`config.mk`:
```
export PLATFORM = sky130hd
export DESIGN_NAME = mult16_serial_product_collector_flat
export DESIGN_NICKNAME = d
export VERILOG_FILES = /design/src/rtl/mult16_serial_product_collector_if.sv /design/src/rtl/mult16_serial_product_collector.sv /design/src/flat_wrapper.sv
export SDC_FILE = /design/constraint.sdc
export NUM_CORES = 1
export LEC_CHECK = 0
export CAP_MARGIN = 0
export CORE_UTILIZATION = 57
export CTS_CLUSTER_DIAMETER = 200
export DETAILED_ROUTE_END_ITERATION = 6
export PLACE_DENSITY = 0.8
export SYNTH_ARGS = -nofsm -noshare
export SYNTH_HDL_FRONTEND = slang
export SYNTH_SLANG_ARGS = --single-unit
```
`constraint.sdc`:
```
create_clock -name clk -period 4.9 [get_ports clk]
set_clock_uncertainty 0.05 [all_clocks]
set_input_delay 0.98 -clock clk [delete_from_list [all_inputs] [get_ports clk]]
set_output_delay 0.98 -clock clk [all_outputs]
set_load 0.1 [all_outputs]
```
`src/rtl/mult16_serial_product_collector_if.sv`:
```
// Handshake bundle between the serial multiplier core, the product collector
// and the downstream consumer of parallel product words.
interface mult16_serial_product_collector_if #(
  parameter int PROD_W = 32,
  parameter int CNT_W  = 8
);
  logic              ser_bit;
  logic              ser_valid;
  logic              ser_first;
  logic [PROD_W-1:0] prod_data;
  logic              prod_valid;
  logic              prod_ready;
  logic              frame_err;
  logic              overflow;
  logic [CNT_W-1:0]  drop_cnt;
  logic              clr_err;

  // Source of serial bits / consumer of words.
  modport master (
    output ser_bit, ser_valid, ser_first, prod_ready, clr_err,
    input  prod_data, prod_valid, frame_err, overflow, drop_cnt
  );

  // The collector itself.
  modport slave (
    input  ser_bit, ser_valid, ser_first, prod_ready, clr_err,
    output prod_data, prod_valid, frame_err, overflow, drop_cnt
  );
endinterface

```
`src/rtl/mult16_serial_product_collector.sv`:
```
// Collects an LSB-first serial product stream into PROD_W-bit words, queues
// completed words in a small FIFO and presents them on a valid/ready output.
// Framing faults and dropped words are reported through sticky flags.
module mult16_serial_product_collector #(
  parameter int PROD_W     = 32,
  parameter int FIFO_DEPTH = 2,
  parameter int CNT_W      = 8
) (
  input  logic                                 clk,
  input  logic                                 rst,
  mult16_serial_product_collector_if.slave     bus
);

  localparam int BIT_W = (PROD_W > 2) ? $clog2(PROD_W) : 1;
  localparam int PTR_W = (FIFO_DEPTH > 1) ? $clog2(FIFO_DEPTH) : 1;
  localparam int OCC_W = $clog2(FIFO_DEPTH + 1);

  localparam logic [BIT_W-1:0] LAST_BIT  = BIT_W'(PROD_W - 1);
  localparam logic [PTR_W-1:0] LAST_PTR  = PTR_W'(FIFO_DEPTH - 1);
  localparam logic [OCC_W-1:0] DEPTH_OCC = OCC_W'(FIFO_DEPTH);

  // Capture state: cnt_q is the index of the next bit, 0 means idle.
  logic [BIT_W-1:0]  cnt_q, cnt_d;
  logic [PROD_W-1:0] sr_q, sr_d;

  // FIFO storage and bookkeeping.
  logic [PROD_W-1:0] mem_q [FIFO_DEPTH];
  logic [PTR_W-1:0]  wr_ptr_q, wr_ptr_d;
  logic [PTR_W-1:0]  rd_ptr_q, rd_ptr_d;
  logic [OCC_W-1:0]  occ_q, occ_d, occ_left;

  // Registered outputs.
  logic [PROD_W-1:0] data_q, data_d;
  logic              valid_q, valid_d;
  logic              ferr_q, ferr_d;
  logic              ovf_q, ovf_d;
  logic [CNT_W-1:0]  drop_q, drop_d, drop_base;

  logic              push, pop, full, accept, drop, frame_evt;
  logic [PROD_W-1:0] push_word;

  function automatic logic [PTR_W-1:0] ptr_inc(input logic [PTR_W-1:0] p);
    return (p == LAST_PTR) ? '0 : p + 1'b1;
  endfunction

  // The final bit bypasses the shift register straight into the pushed word.
  assign push_word = {bus.ser_bit, sr_q[PROD_W-2:0]};

  // Serial capture: frame start, bit accumulation, completion and framing faults.
  always_comb begin
    cnt_d     = cnt_q;
    sr_d      = sr_q;
    push      = 1'b0;
    frame_evt = 1'b0;
    if (bus.ser_valid) begin
      if (bus.ser_first) begin
        // A restart abandons whatever partial frame was in progress.
        sr_d[0]   = bus.ser_bit;
        cnt_d     = BIT_W'(1);
        frame_evt = (cnt_q != '0);
      end else if (cnt_q == '0) begin
        frame_evt = 1'b1;
      end else if (cnt_q == LAST_BIT) begin
        push  = 1'b1;
        cnt_d = '0;
      end else begin
        sr_d[cnt_q] = bus.ser_bit;
        cnt_d       = cnt_q + 1'b1;
      end
    end
  end

  // FIFO next state; the head register is computed from the post-edge contents.
  always_comb begin
    pop      = valid_q & bus.prod_ready;
    full     = (occ_q == DEPTH_OCC);
    accept   = push & (~full | pop);
    drop     = push & full & ~pop;
    wr_ptr_d = accept ? ptr_inc(wr_ptr_q) : wr_ptr_q;
    rd_ptr_d = pop ? ptr_inc(rd_ptr_q) : rd_ptr_q;
    occ_left = pop ? occ_q - 1'b1 : occ_q;
    occ_d    = accept ? occ_left + 1'b1 : occ_left;
    valid_d  = (occ_d != '0);
    data_d   = '0;
    if (occ_left != '0) begin
      data_d = mem_q[rd_ptr_d];
    end else if (accept) begin
      data_d = push_word;
    end
  end

  // Sticky flags and saturating drop counter; a new event beats a clear.
  always_comb begin
    ferr_d    = (bus.clr_err ? 1'b0 : ferr_q) | frame_evt;
    ovf_d     = (bus.clr_err ? 1'b0 : ovf_q) | drop;
    drop_base = bus.clr_err ? '0 : drop_q;
    drop_d    = (drop && (drop_base != '1)) ? drop_base + 1'b1 : drop_base;
  end

  // State and output registers with asynchronous reset.
  always_ff @(posedge clk or posedge rst) begin
    if (rst) begin
      cnt_q    <= '0;
      sr_q     <= '0;
      wr_ptr_q <= '0;
      rd_ptr_q <= '0;
      occ_q    <= '0;
      data_q   <= '0;
      valid_q  <= 1'b0;
      ferr_q   <= 1'b0;
      ovf_q    <= 1'b0;
      drop_q   <= '0;
    end else begin
      cnt_q    <= cnt_d;
      sr_q     <= sr_d;
      wr_ptr_q <= wr_ptr_d;
      rd_ptr_q <= rd_ptr_d;
      occ_q    <= occ_d;
      data_q   <= data_d;
      valid_q  <= valid_d;
      ferr_q   <= ferr_d;
      ovf_q    <= ovf_d;
      drop_q   <= drop_d;
    end
  end

  // Word storage; validity is tracked by the pointers, so no reset is needed.
  always_ff @(posedge clk) begin
    if (accept) begin
      mem_q[wr_ptr_q] <= push_word;
    end
  end

  assign bus.prod_data  = data_q;
  assign bus.prod_valid = valid_q;
  assign bus.frame_err  = ferr_q;
  assign bus.overflow   = ovf_q;
  assign bus.drop_cnt   = drop_q;

endmodule

```
`src/flat_wrapper.sv`:
```
// flat-port wrapper written by rule: the top's interface ports become plain ports
module mult16_serial_product_collector_flat 
#(
  parameter int PROD_W     = 32,
  parameter int FIFO_DEPTH = 2,
  parameter int CNT_W      = 8
)
  (clk, rst, bus_ser_bit, bus_ser_valid, bus_ser_first, bus_prod_ready, bus_clr_err, bus_prod_data, bus_prod_valid, bus_frame_err, bus_overflow, bus_drop_cnt);
  mult16_serial_product_collector_if #(.PROD_W(PROD_W), .CNT_W(CNT_W)) bus_i ();
  input  logic clk;
  input  logic rst;
  input wire logic [$bits(bus_i.ser_bit)-1:0] bus_ser_bit;
  input wire logic [$bits(bus_i.ser_valid)-1:0] bus_ser_valid;
  input wire logic [$bits(bus_i.ser_first)-1:0] bus_ser_first;
  input wire logic [$bits(bus_i.prod_ready)-1:0] bus_prod_ready;
  input wire logic [$bits(bus_i.clr_err)-1:0] bus_clr_err;
  output wire logic [$bits(bus_i.prod_data)-1:0] bus_prod_data;
  output wire logic [$bits(bus_i.prod_valid)-1:0] bus_prod_valid;
  output wire logic [$bits(bus_i.frame_err)-1:0] bus_frame_err;
  output wire logic [$bits(bus_i.overflow)-1:0] bus_overflow;
  output wire logic [$bits(bus_i.drop_cnt)-1:0] bus_drop_cnt;
  assign bus_i.ser_bit = bus_ser_bit;
  assign bus_i.ser_valid = bus_ser_valid;
  assign bus_i.ser_first = bus_ser_first;
  assign bus_i.prod_ready = bus_prod_ready;
  assign bus_i.clr_err = bus_clr_err;
  assign bus_prod_data = bus_i.prod_data;
  assign bus_prod_valid = bus_i.prod_valid;
  assign bus_frame_err = bus_i.frame_err;
  assign bus_overflow = bus_i.overflow;
  assign bus_drop_cnt = bus_i.drop_cnt;
  mult16_serial_product_collector #(.PROD_W(PROD_W), .FIFO_DEPTH(FIFO_DEPTH), .CNT_W(CNT_W)) u_core (.clk(clk), .rst(rst), .bus(bus_i));
endmodule
```
==> results of run 1 <==
cells in the final DEF (no fill, tap or decap), types with 2 or more instances in the layout:
master / Yosys / routed
bufinv_16: 0 / 2
nand2_1: 26 / 26
clkinvlp_4: 0 / 3
o21ai_0: 10 / 10
nor2_1: 26 / 25
nor3_1: 7 / 7
nor2b_1: 6 / 6
nand3b_1: 4 / 4
ha_1: 9 / 9
or4_1: 3 / 3
mux2_2: 31 / 31
mux2_1: 2 / 2
clkbuf_16: 0 / 16
o2bb2ai_1: 25 / 25
buf_4: 1 / 5
nand3_1: 2 / 2
o31ai_1: 2 / 2
o2bb2ai_2: 7 / 7
edfxtp_1: 64 / 64
dfrtp_1: 83 / 83
clkdlybuf4s50_1: 0 / 49
clkinv_4: 0 / 3
xnor2_1: 5 / 5
inv_1: 10 / 9
nand2b_1: 4 / 4
nand4_1: 5 / 5
mux2i_1: 33 / 33
a21oi_1: 5 / 5
clkinv_2: 1 / 5
nor4_1: 2 / 2
clkbuf_8: 0 / 2
power breakdown:
part,internal (mW),switching (mW),total [mW],leakage [nW]
Combinational,0.501,1.36,1.86,0.944
Sequential,1.48,0.102,1.58,1.66
Clock,0.736,0.486,1.22,0.270
Total,2.72,1.95,4.66,2.87
worst max-delay path by stage:
stage | startpoint | endpoint | slack (ns) | cells after the start
floorplan | u_core.cnt_q[0] | u_core.mem_q[0][0] | 1.26 | 7
global placement | bus_ser_valid | u_core.mem_q[0][7] | 1.43 | 5
detailed placement | bus_ser_valid | u_core.mem_q[0][0] | 1.36 | 5
CTS | u_core.cnt_q[1] | u_core.mem_q[0][31] | 1.68 | 7
global route | u_core.cnt_q[1] | u_core.mem_q[0][8] | 1.53 | 7
finish | u_core.cnt_q[1] | u_core.mem_q[0][10] | 1.67 | 7
flip-flops by register name (all words and copies together), names as in the netlist:
signal                 count
u_core.bus.drop_cnt        8
u_core.bus.frame_err       1
u_core.bus.overflow        1
u_core.bus.prod_data      32
u_core.bus.prod_valid      1
u_core.cnt_q               5
u_core.mem_q              64
u_core.occ_q               2
u_core.rd_ptr_q            1
u_core.sr_q               31
u_core.wr_ptr_q            1
logic make-up (layout without fill, tap and decap cells):
kind of cell | after synthesis | count (layout)
flops | 147 | 147
simple gates | 93 | 93
mux | 66 | 66
compound gates | 56 | 56
buf+inv | 33 | 96
fa+ha+maj | 9 | 9
xor+xnor | 7 | 7
routing by layer:
metal | part of all wire | wire length (µm) | GRT usage
met2 | 0.49 | 5410 | 0.359
met5 | 0 | 0 | 0
met1 | 0.46 | 5050 | 0.283
met3 | 0.036 | 394 | 0.0499
met4 | 0.011 | 119 | 0.0744
synth_stat cells (6+ instances only):
cell type  instances
edfxtp_1          64
mux2i_1           33
nor3_1             7
o2bb2ai_1         25
mux2_2            31
ha_1               9
dfrtp_1           83
nand2_1           26
o21ai_0           10
clkbuf_1          11
nor2b_1            6
inv_1             10
o2bb2ai_2          7
nor2_1            26
critical path: cells and delay by family, from the launching register on:
family,cells,cell delay [ns]
AOI/OAI and AO/OA,1,0.52
DFF,1,0.44
adders and majority gates,2,0.70
buffers and inverters,1,0.45
and+or+nand+nor,3,0.72
area by class of cell:
class,instances,area (µm²),share of cell area
multi-input cells,231,1850,0.259
clock inverters,12,133,0.0185
repair buffers,54,528,0.0738
inverters,11,43.8,0.00612
well taps,136,170,0.0238
clock buffers,19,432,0.0603
flip-flops and latches,147,4000,0.559
==> impl_metrics.env, run 1 <==
export IMPL_hold_worst_slack_ns=0.433
export IMPL_ys_ff_latch=147
export IMPL_synthArstFlopShare=0.565
export IMPL_p_total_mw=4.66
export IMPL_cp_required_ns=5.01
export IMPL_cap_violations=0
export IMPL_synth_ff_type="dfrtp_1"
export IMPL_postRouteAntennaNets=0
export IMPL_synth_top_area_share=0.346
export IMPL_clk_pin_slew_ns=0.06
export IMPL_num_antenna_cells=0
export IMPL_finalCritPeriodShare=0.658
export IMPL_core_area_um2=10300
export IMPL_vias=3463
export IMPL_fillers=674
export IMPL_postCtsHoldBufs=0
export IMPL_grt_max_degree=58
export IMPL_setup_viol=0
export IMPL_pin_count=50
export IMPL_syn_area_um2=6000
export IMPL_power_density_nw_per_um2=652
export IMPL_min_to="u_core.mem_q[1][0]"
export IMPL_rsz0062_at_grt="no"
export IMPL_fin_nets=478
export IMPL_hold_start="u_core.sr_q[0]"
export IMPL_ys_top_cells_by_area="dfrtp_1 (35%), edfxtp_1 (32%), mux2_2 (5.8%), mux2i_1 (5.5%), o2bb2ai_1 (3.6%)"
export IMPL_critical_path_class="register to register"
export IMPL_cp_max_fo=26
export IMPL_worstRegToRegCells=7
export IMPL_ir_drop_mv=0.355
export IMPL_clock_sinks=147
export IMPL_drc=0
export IMPL_crit_chain="ha_1 > and3_1 > ha_1 > nand2_1 > a2111o_1 > nor2_2 > buf_4"
export IMPL_r2r_end="u_core.mem_q[0][10]"
export IMPL_cp_slowest_stage_delay_ns=0.52
export IMPL_dieArea_um2=10900
export IMPL_cpMaxStageDelayCell="a2111o_1"
export IMPL_p_leak_nw=2.87
export IMPL_drt_wl_total_um=11000
export IMPL_avgSynthCellArea_um2=14.6
export IMPL_synth_mux_area_frac=0.117
export IMPL_postCtsSetupBuffers=0
export IMPL_drv_slew=0
export IMPL_io_buffers=49
export IMPL_hold_class="register to register"
export IMPL_cts_buffers_inserted=17
export IMPL_die_h_um=105
export IMPL_via_per_inst=5.68
export IMPL_start_util=0.584
export IMPL_synth_simple_gate_area_frac=0.0774
export IMPL_synth_top_family_by_area="multiplexers"
export IMPL_grt_ovfl_total=0
export IMPL_critical_path_endpoint_type="register"
export IMPL_synth_top_area_cell="dfrtp_1"
export IMPL_antenna_found_initial=0
export IMPL_cp_arrival_ns=3.33
export IMPL_synthAdderAreaFrac=0.0188
export IMPL_drive_gt1_frac=0.171
export IMPL_yosysSeqAreaShare=0.666
export IMPL_worst_slack_ns=1.67
export IMPL_fin_area_um2=7160
export IMPL_postCtsResizedCells=0
export IMPL_htreeDepth=4
export IMPL_drtIter0Drc=208
export IMPL_post_route_min_period_ns=3.23
export IMPL_timing_setup_tns_ns=0
export IMPL_maxSlewHeadroom=0.244
export IMPL_tightest_slew_ns=1.13
export IMPL_synth_compound_area_frac=0.0817
export IMPL_status="completed"
export IMPL_reg2reg_slack_ns=1.67
export IMPL_yosys_warnings=0
export IMPL_cts_tree="built"
export IMPL_first_global_vias=3562
export IMPL_gp_congestion=0.850
export IMPL_max_freq_mhz=310
export IMPL_wire_per_inst_um=18.0
export IMPL_r2r_start="u_core.cnt_q[1]"
export IMPL_clockBufferDepth=2
export IMPL_fin_util=0.696
export IMPL_startpoint_type="register"
export IMPL_syn_nets=427
export IMPL_pre_cts_ws_ns=1.36
export IMPL_die_w_um=105
export IMPL_min_path_cells=0
export IMPL_finalHoldViolCount=0
export IMPL_clock_latency_ns=0.50
export IMPL_synth_distinct_cells=45
export IMPL_syn2layout_area_growth_pct=19.3
export IMPL_synth_edf_count=64
export IMPL_finalNonFillerCells=610
export IMPL_placedInstanceArea_um2=6590
export IMPL_drt_first_pass_iters=6
export IMPL_place_inst=579
export IMPL_grtUsageTotal=0.217
export IMPL_cpMostUsedCell="ha_1"
export IMPL_fp_row_count=37
export IMPL_synthXorXnorAreaFrac=0.0102
export IMPL_cts_root_buffer="clkbuf_8"
export IMPL_synth_cells=411
export IMPL_dp_hpwl_um=6680
export IMPL_grt_pass1_wl_um=17900
Power figures use the tool's default switching activity.
==> run 2: changes to the inputs <==
- clock period: 4.9 -> 3.35 ns (I/O delays scaled with it)
==> impl_metrics.env, run 2 (synthesis gave the netlist of run 1 again) <==
export IMPL_antenna_found_initial=0
export IMPL_start_util=0.584
export IMPL_syn2layout_area_growth_pct=18.3
export IMPL_cp_slowest_stage_delay_ns=0.46
export IMPL_dieArea_um2=10900
export IMPL_r2r_end="u_core.mem_q[1][14]"
export IMPL_drc=0
export IMPL_clock_sinks=147
export IMPL_post_route_min_period_ns=2.90
export IMPL_wire_per_inst_um=17.8
export IMPL_grt_max_degree=54
export IMPL_cpMostUsedCell="ha_1"
export IMPL_power_density_nw_per_um2=957
export IMPL_grtUsageTotal=0.219
export IMPL_drt_wl_total_um=11000
export IMPL_htreeDepth=4
export IMPL_hold_class="register to register"
export IMPL_crit_chain="ha_1 > and3_1 > ha_1 > nand2_1 > a2111oi_4 > and2_1 > buf_4"
export IMPL_die_h_um=105
export IMPL_num_antenna_cells=0
export IMPL_worstRegToRegCells=7
export IMPL_clockBufferDepth=2
export IMPL_postCtsHoldBufs=0
export IMPL_postRouteAntennaNets=0
export IMPL_regMostFlops="u_core.mem_q"
export IMPL_cp_required_ns=3.47
export IMPL_maxSlewHeadroom=0.287
export IMPL_clk_pin_slew_ns=0.06
export IMPL_max_freq_mhz=345
export IMPL_postCtsResizedCells=0
export IMPL_grt_pass1_wl_um=18100
export IMPL_layout_common_cells="dfrtp_1 (83), edfxtp_1 (64), buf_4 (52)"
export IMPL_hold_start="u_core.sr_q[0]"
export IMPL_die_w_um=105
export IMPL_critical_path_class="register to register"
export IMPL_cap_violations=0
export IMPL_min_to="u_core.mem_q[0][0]"
export IMPL_via_per_inst=5.69
export IMPL_clock_latency_ns=0.51
export IMPL_reg2reg_slack_ns=0.45
export IMPL_ir_drop_mv=0.568
export IMPL_cts_root_buffer="clkbuf_8"
export IMPL_cp_max_fo=25
export IMPL_dp_hpwl_um=6800
export IMPL_finalHoldViolCount=0
export IMPL_p_leak_nw=2.96
export IMPL_io_buffers=49
export IMPL_critical_path_endpoint_type="register"
export IMPL_placedInstanceArea_um2=6540
export IMPL_cp_arrival_ns=3.02
export IMPL_cts_buffers_inserted=17
export IMPL_largest_reg_flops=64
export IMPL_layout_commonest_cell="dfrtp_1"
export IMPL_finalCritPeriodShare=0.865
export IMPL_core_area_um2=10300
export IMPL_first_global_vias=3552
export IMPL_rsz0062_at_grt="no"
export IMPL_drive_gt1_frac=0.269
export IMPL_timing_setup_tns_ns=0
export IMPL_drv_slew=0
export IMPL_gp_congestion=0.789
export IMPL_drt_first_pass_iters=5
export IMPL_min_path_cells=0
export IMPL_pin_count=50
export IMPL_r2r_start="u_core.cnt_q[1]"
export IMPL_grt_ovfl_total=0
export IMPL_cts_tree="built"
export IMPL_drtIter0Drc=336
export IMPL_tightest_slew_ns=1.07
export IMPL_postCtsSetupBuffers=0
export IMPL_vias=3508
export IMPL_setup_viol=0
export IMPL_cpMaxStageDelayCell="a2111oi_4"
export IMPL_status="completed"
export IMPL_fin_area_um2=7100
export IMPL_fin_nets=483
export IMPL_startpoint_type="register"
export IMPL_fp_row_count=37
==> run 2: worst max path at each step <==
stage | start | end | slack, ns
finish | u_core.cnt_q[1] | u_core.mem_q[1][14] | 0.45
global placement | bus_ser_valid | u_core.mem_q[1][16] | 0.50
global route | u_core.cnt_q[0] | u_core.mem_q[1][14] | 0.25
floorplan | u_core.cnt_q[0] | u_core.mem_q[0][0] | 0.23
detailed placement | bus_ser_valid | u_core.mem_q[1][16] | 0.42
CTS | u_core.cnt_q[0] | u_core.mem_q[1][5] | 0.49
==> run 2: power by group <==
| part | internal, mW | switching [mW] |
|---|---|---|
| clock | 1.04 | 0.724 |
| sequential | 2.17 | 0.155 |
| combinational | 0.695 | 2.01 |
==> run 2: critical path, delay by kind of cell, from the launching register on <==
family | cells | cell delay [ns]
compound gates | 1 | 0.46
buf+inv | 1 | 0.34
flops | 1 | 0.43
simple gates | 3 | 0.59
fa+ha+maj | 2 | 0.68
==> run 2: final cells by class <==
cell class                      instances  area (µm²)
Fill cell                             718        3180
Tap cell                              136         170
Multi-Input combinational cell        231        1850
Clock buffer                           20         447
Sequential cell                       147        4000
Timing Repair Buffer                   59         470
Inverter                               11        43.8
Clock inverter                         12         120
==> run 2: metal layers <==
layer / global-route usage / wire (µm)
met2: 0.356 / 5560
met3: 0.0474 / 664
met1: 0.287 / 4620
met5: 0 / 0
met4: 0.0926 / 133
==> run 2: per-stage QoR <==
stage	power (mW)	worst slack [ns]	hold WS (ns)	utilization	cells
6_report	6.79	0.453	0.443	0.691	616
3_3_place_gp	5.00	0.496	0.424	0.636	584
2_1_floorplan	4.44	0.234	0.409	-	411
4_1_cts	6.84	0.489	0.447	0.691	616
3_5_place_dp	5.05	0.424	0.431	0.636	584
5_1_grt	7.06	0.252	0.463	0.691	616
